--- config.mk ---
export PLATFORM = sky130hd
export DESIGN_NAME = imem_responder
export DESIGN_NICKNAME = d
export VERILOG_FILES = /design/src/rtl/imem_responder_pkg.sv /design/src/rtl/imem_array.sv /design/src/rtl/imem_responder.sv
export SDC_FILE = /design/constraint.sdc
export NUM_CORES = 2
export LEC_CHECK = 0
export BUFFER_PORTS_ARGS = -buffer_cell sky130_fd_sc_hd__clkbuf_2
export CORE_MARGIN = 8
export CORE_UTILIZATION = 25
export DETAILED_ROUTE_END_ITERATION = 8
export MAX_ROUTING_LAYER = met4
export PLACE_DENSITY_LB_ADDON = 0.15
export SYNTH_ARGS = -nofsm -noshare
export SYNTH_HDL_FRONTEND = slang
export SYNTH_SLANG_ARGS = --single-unit
--- constraint.sdc ---
create_clock -name clk -period 2.65 [get_ports clk]
set_input_delay 0.1325 -clock clk [delete_from_list [all_inputs] [get_ports clk]]
set_output_delay 0.1325 -clock clk [all_outputs]
set_load 0.005 [all_outputs]
--- src/rtl/imem_responder_pkg.sv ---
// rtl/imem_responder_pkg.sv - shared state encoding and constants for the instruction-memory responder
package imem_responder_pkg;

   // FSM state encoding
   typedef enum logic [1:0] {
      ST_IDLE = 2'b00,
      ST_BUSY = 2'b01,
      ST_DONE = 2'b10,
      ST_ERR  = 2'b11
   } state_t;

   // Default access latency and the counter width that covers LATENCY 1..7
   localparam int DEFAULT_LATENCY = 2;
   localparam int CNT_W           = 3;
   localparam int WORD_W          = 16;

endpackage

--- src/rtl/imem_array.sv ---
// rtl/imem_array.sv - 2^AW x 16 storage, one synchronous write port and one registered read port
module imem_array
   import imem_responder_pkg::*;
#(
   parameter int AW = 8
) (
   input  logic              clk,
   input  logic              we,
   input  logic [AW-1:0]     waddr,
   input  logic [WORD_W-1:0] wdata,
   input  logic              re,
   input  logic [AW-1:0]     raddr,
   output logic [WORD_W-1:0] rdata
);

   logic [WORD_W-1:0] mem [0:(2**AW)-1];

   // Load-port write; contents survive reset
   always_ff @(posedge clk) begin
      if (we) begin
         mem[waddr] <= wdata;
      end
   end

   // One-cycle read, output held until the next read
   always_ff @(posedge clk) begin
      if (re) begin
         rdata <= mem[raddr];
      end
   end

endmodule

--- src/rtl/imem_responder.sv ---
// rtl/imem_responder.sv - multi-cycle instruction-memory responder with load port and misalignment reporting
module imem_responder
   import imem_responder_pkg::*;
#(
   parameter int LATENCY = DEFAULT_LATENCY,
   parameter int AW      = 8
) (
   input  logic              clk,
   input  logic              rst,
   input  logic              rd,
   input  logic [15:0]       addr,
   input  logic              halt,
   input  logic              wr,
   input  logic [15:0]       wr_addr,
   input  logic [15:0]       wr_data,
   output logic [WORD_W-1:0] data_out,
   output logic              done,
   output logic              stall,
   output logic              err
);

   state_t            state;
   logic [CNT_W-1:0]  cnt;
   logic [AW:0]       addr_q;
   logic              open_slot;
   logic              arr_we;
   logic              arr_re;
   logic [WORD_W-1:0] arr_rdata;
   logic              unused_addr_bits;

   // Upper address bits alias onto the array; byte bit 0 of the load address is don't-care
   assign unused_addr_bits = ^{addr[15:AW+1], wr_addr[15:AW+1], wr_addr[0]};

   // IDLE and DONE are the only states where a new operation may start
   assign open_slot = (state == ST_IDLE) || (state == ST_DONE);
   assign arr_we    = open_slot && wr && !rd && !halt;
   assign arr_re    = (state == ST_BUSY) && (cnt == '0);

   imem_array #(
      .AW (AW)
   ) u_array (
      .clk   (clk),
      .we    (arr_we),
      .waddr (wr_addr[AW:1]),
      .wdata (wr_data),
      .re    (arr_re),
      .raddr (addr_q[AW:1]),
      .rdata (arr_rdata)
   );

   // The read word is only presented during the DONE cycle; ERR forces zero
   assign data_out = (state == ST_DONE) ? arr_rdata : '0;

   // Request FSM with latency counter and registered status outputs
   always_ff @(posedge clk) begin
      if (rst) begin
         state  <= ST_IDLE;
         cnt    <= '0;
         addr_q <= '0;
         done   <= 1'b0;
         stall  <= 1'b0;
         err    <= 1'b0;
      end else begin
         done  <= 1'b0;
         stall <= 1'b0;
         err   <= 1'b0;
         case (state)
            ST_IDLE, ST_DONE: begin
               state <= ST_IDLE;
               if (!halt && rd && wr) begin
                  err <= 1'b1;
               end else if (!halt && rd) begin
                  addr_q <= addr[AW:0];
                  cnt    <= CNT_W'(LATENCY - 1);
                  if (addr[0]) begin
                     state <= ST_ERR;
                     err   <= 1'b1;
                     done  <= 1'b1;
                  end else begin
                     state <= ST_BUSY;
                     stall <= 1'b1;
                  end
               end
            end
            ST_BUSY: begin
               if (wr) begin
                  err <= 1'b1;
               end
               if (cnt == '0) begin
                  state <= ST_DONE;
                  done  <= 1'b1;
               end else begin
                  cnt   <= cnt - 1'b1;
                  stall <= 1'b1;
               end
            end
            ST_ERR: begin
               if (wr) begin
                  err <= 1'b1;
               end
               state <= ST_IDLE;
            end
            default: begin
               state <= ST_IDLE;
            end
         endcase
      end
   end

endmodule

======== After elaboration in Yosys (flattened, before gate mapping) ========
Memories as Yosys holds them, arrays and structs flattened. A register that Yosys moved wholly into a read port is not among the register bits.
Cells that the tools add are included.
storage, ports and cells
  memories ................................ 1
  output and inout port bits .............. 19
  bits in registers ....................... 17
  memory bits (writable) .................. 4096
memories
  name         depth  bits a word  rd ports  clocked after Yosys merged registers in  wr ports  RTL line          RTL
  u_array.mem  256    16           1         1                                        1         imem_array.sv:16  logic [WORD_W-1:0] mem [0:(2**AW)-1];
operators by class
  multiplexer cells ....................... 25
  bitwise gates (word level) .............. 1
  add/subtract/negate cells ............... 1
  reductions and logical operators ........ 16
  equal/unequal tests ..................... 7
operator list
  cell                 number
  $mux 16              1
  $mux 1               12
  $mux 3               3
  $mux 2               4
  $logic_and 1x1->1    6
  $ne 2x2->1 const B   3
  $pmux 1 s2           3
  $pmux 2 s3           1
  $pmux 3 s2           1
  $eq 2x2->1 const B   2
  $reduce_and 4->1     1
  $reduce_or 2->1      2
  $logic_not 3->1      1
  $reduce_and 3->1     1
  $sub 3x1->3 const B  1
  $eq 2x1->1 const B   1
  $logic_not 1->1      2
  $logic_not 2->1      1
  $ne 2x1->1 const B   1
  $reduce_bool 2->1    1
  $logic_or 1x1->1     1
  $not 1->1            1

======== Depth between registers and ports, before layout ========
  depth after elaboration ................. 7
  mapped depth ............................ 13
  depth with buffers taken out ............ 7

======== Hierarchy ========
From an unflattened synthesis, not the netlist that was laid out.
unflattened totals
  cells, all modules ...................... 7456
  area total of the unflattened synthesis .. 159691.9 µm²
modules (own cells, without submodules)
  module          area each (µm²)  cells an instance  sequential area each (µm²)  instances
  imem_array      158874.9         7360               123478.4                    1
  imem_responder  817.0            96                 320.3                       1

======== Worst setup path before layout ========
No wires, ideal clock.
  path type ............................... register to register
  start point ............................. register state[0]
  end point ............................... memory u_array.mem[234][0], enable pin
  cell stages (with the launch flop) ...... 7
  path slack .............................. -0.184 ns
  arrival time ............................ 2.445 ns
  period minus slack after synthesis ...... 2.834 ns
  path through ............................ dfxtp_1 clkbuf_1 nor4b_2 clkbuf_1 nand3_1 clkbuf_1 nor2_1
between the ends
  word-level cells in the longest chain between the ends .. 7
  elaborated cells on any way between the ends .. 8
  classes of those cells .................. eq/ne: 1; mux: 2; reduce/logical: 5
ends and longest elaborated chain
  element                                        RTL line              RTL
  start: declaration                             imem_responder.sv:22  state_t state;
  start signal: assignment                       imem_responder.sv:57  state <= ST_IDLE;
  start signal: assignment                       imem_responder.sv:69  state <= ST_IDLE;
  start signal: assignment                       imem_responder.sv:76  state <= ST_ERR;
  $eq 2x2->1 or $logic_not 2->1 (tied branches)  imem_responder.sv:35  assign open_slot = (state == ST_IDLE) || (state == ST_DONE);
  $logic_or 1x1->1 (*)                           imem_responder.sv:35
  $logic_and 1x1->1 (*) (3 in series)            imem_responder.sv:36  assign arr_we = open_slot && wr && !rd && !halt;
  $mux 1 (*)                                     imem_array.sv:20      if (we) begin
  $mux 1 (not written as such) (*)               imem_array.sv:21      mem[waddr] <= wdata;
  end: declaration                               imem_array.sv:16
Mark *: on every way between the ends. The rest lies on a longest branch, timed or not.

==> metrics.md <==
| Metric | Value |
|---|---|
| Mapped Area | `0.161 mm2` |
| Clock root buffer | `clkbuf_16` |
| Startpoint Class | `flop` |
| Power Density | `706 mW/mm2` |
| Drt drc | `0` |
| Crit path time final | `3.39 ns` |
| H-Tree Depth | `5` |
| Clk Latency, worst-skew pair | `1.07 ns` |
| Reg2reg path depth | `14` |
| Pleak | `61.6 nW` |
| Post-Syn Nets | `7429` |
| I/O Buffers | `56` |
| Max Slew Vio Count | `0` |
| Status | `complete, but fails checks` |
| Fillers | `61600` |
| First-pass GRT wire length | `720000 um` |
| CP peak stage delay | `0.60 ns` |
| Crit path buffers/inverters | `8` |
| Asr flop ratio synth | `0` |
| Initial DRC Count | `7657` |
| Synth warn | `0` |
| WHS | `0.126 ns` |
| Worst EP arrival | `4.15 ns` |
| Synth unique cells | `79` |
| Clock Skew | `0.0931 ns` |
| Max VDD drop | `537 uV` |
| Worst Tran Pin Value | `1.21 ns` |
| Clk buf depth | `4` |
| Slowest-stage cell, CP | `o22ai_1` |
| Final WL | `529000 um` |
| Post-DP HPWL | `327000 um` |
| Count of final hold-check violations | `0` |
| Fraction of layout cells with a size suffix above 1 | `0.348` |
| Violated checks | `negative setup slack` |
| Initial antenna violation count | `47` |
| Setup-failing EPs final | `17` |
| Relative slew slack | `0.194` |
| Period utilization | `1.28` |
| Total core area | `0.641 mm2` |
| CTS tree | `yes` |
| Mapped Cells | `7374` |
| Fin nets | `8817` |
| # rows | `294` |
| Pre-CTS setup slack | `-1.69 ns` |
| Hold path depth | `2` |
| Clock Pin Slew Worst Setup and Hold Paths | `0.06 ns` |
| Via count | `81700` |
| CP max FO | `27` |
| Global route overflow | `0` |
| Max Cap Violations | `0` |
| Family with the most delay on the worst path | `buffers and inverters` |
| Synth-to-layout area growth | `25.3%` |
| Critical path data required time | `3.41 ns` |
| Synth top area share | `0.768` |
| Cell Count, Final, Fillers Out | `17800` |
| Fin area | `0.201 mm2` |
| Die area | `0.669 mm2` |
| CP Depth | `14` |
| Register area share after synthesis | `0.770` |
| RD Place Congestion | `0.799` |
| Crit path cell chain | `buf_6 > buf_4 > nand2_4 > buf_12 > buf_4 > buf_12 > buf_4 > o221ai_1 > buf_4 > o22ai_1 > a22oi_1 > nand4_1 > buf_4 > a2111oi_4` |
| Largest net degree at the start of global routing | `97` |
| GRT Resource Usage Total | `0.157` |
| RSZ-0062 raised after global routing | `yes` |
| Via density | `4.60` |
| Crit end category | `flop` |
| IO Count | `72` |
| Finished Core Util | `0.314` |
| Top cells by count, synth | `4112 x edfxtp_1, 763 x mux4_2, 515 x mux2i_1` |
| Vias in the first global route | `83700` |
| #FFs+latches synth | `4128` |
| Final worst slack | `-0.741 ns` |
| Cts bufs inserted | `448` |
| Highest clock rate | `295 MHz` |
| Clk sinks | `4128` |
| HP Class | `input pin to flop` |
| Most common cell in the netlist | `edfxtp_1` |
| EDFF count, synth | `4112` |
| Ys flop type | `edfxtp_1` |
| Starting Density | `0.251` |
| DR pass1 iterations | `6` |
| Yosys top cell by area | `edfxtp_1` |
| Die Width | `818 um` |
| Placed Cells | `16700` |
| Routed WL per cell | `29.8 um` |
| Area after DPL | `0.181 mm2` |
| Final ANT Viol Nets | `0` |
| Most used cell, CP | `buf_4` |
| Mean Syn Cell Area | `21.8 um2` |
| CP Class | `flop to flop` |
| Chip height | `818 um` |
| Area contributors post-synth | `edfxtp_1 77%, mux4_2 11%, mux2i_1 3.2%` |
==> worst register-to-register path: cells and delay by family (launching register included) <==
family,cells,cell delay [ns]
buffers and inverters,8,1.53
AOI/OAI and AO/OA,4,1.00
DFF,1,0.40
and+or+nand+nor,2,0.19
==> area by class of cell <==
type                            count  area, um2  area share
Tap cell                         8584      10700      0.0534
Clock buffer                      529      11600      0.0575
Timing Repair Buffer             1390      16300      0.0808
Inverter                            8       47.5    0.000236
Antenna cell                       35       87.6    0.000435
Multi-Input combinational cell   2786      35300       0.175
Sequential cell                  4128     124000       0.615
Clock inverter                    308       3480      0.0173
==> report_power, final <==
group | internal [W] | switching (W) | leakage [nW] | total (W)
Combinational | 0.00228 | 0.00375 | 17.2 | 0.00603
Sequential | 0.0718 | 0.0000396 | 37.1 | 0.0719
Clock | 0.0373 | 0.0269 | 7.32 | 0.0643
==> registers in the layout, summed over array words and instances, names as in the netlist <==
| register | flops |
|---|---|
| u_array.mem | 4096 |
| u_array.rdata | 16 |
| addr_q | 8 |
| cnt | 3 |
| state | 2 |
| done | 1 |
| err | 1 |
| stall | 1 |
==> final timing paths <==
| kind | startpoint | to | slack (ns) |
|---|---|---|---|
| max | addr_q[2] | u_array.rdata[5] | -0.74 |
| min | wr_data[10] | u_array.mem[120][10] | 0.13 |
| max reg2reg | addr_q[2] | u_array.rdata[5] | -0.74 |
| min reg2reg | addr_q[6] | addr_q[6] | 0.49 |
==> per-stage QoR <==
step	power, W	TNS [ns]
global placement	0.0787	-22.92
detailed placement	0.0788	-21.73
floorplan	0.0754	-282.37
finish	0.142	-10.34
CTS	0.144	-10.53
global route	0.146	-10.99
==> cells by family after synthesis <==
logic type / Yosys count / share of synthesized area
AO/OA/AOI/OAI: 772 / 0.0356
adder cells (fa/ha/maj): 2 / 0.000156
flip-flops: 4128 / 0.770
multiplexers: 1379 / 0.154
XOR/XNOR: 1 / 0.0000545
AND/OR/NAND/NOR: 632 / 0.0181
buffers and inverters: 460 / 0.0220
==> per-layer routing <==
layer	GRT usage	wire, um
met5	-	0
met4	0.0257	10300
met3	0.0191	24600
met2	0.250	250000
met1	0.219	244000
==> cell usage in the layout, fill, tap and decap left out, types with 16 or more instances in the layout <==
cell           instances
edfxtp_1            4112
nor3_1                66
diode_2               35
a22oi_2               22
clkbuf_2              40
a211oi_1              18
dlygate4sd3_1         50
buf_12               320
clkbuf_1              78
nand3_1               24
o21ai_0               40
a21oi_1              141
buf_4                832
clkinv_1              96
bufinv_16             62
o22ai_1               83
o221ai_2              30
clkinvlp_4            20
clkinv_2              96
buf_8                 33
o32ai_1               21
buf_16                47
buf_6                 50
mux2_2                16
nor2_1               168
nor2_2               128
and2_1                22
o221ai_1             192
a22oi_1               52
mux4_2               772
mux4_1                73
clkbuf_16            454
nand4_1               22
a211oi_2              16
mux2i_1              503
nand2_1               89
==> what timing repair did <==
item / in CTS / in global routing
gates resized for setup: 356 / 111
setup buffers: 71 / 59
hold endpoints to repair: 3897 / 0
pin swaps: 45 / 41
hold buffers: 50 / 0
setup endpoints to repair: 33 / 58
cloned: 27 / 3
No activity file was read; power rests on OpenSTA's default activity.
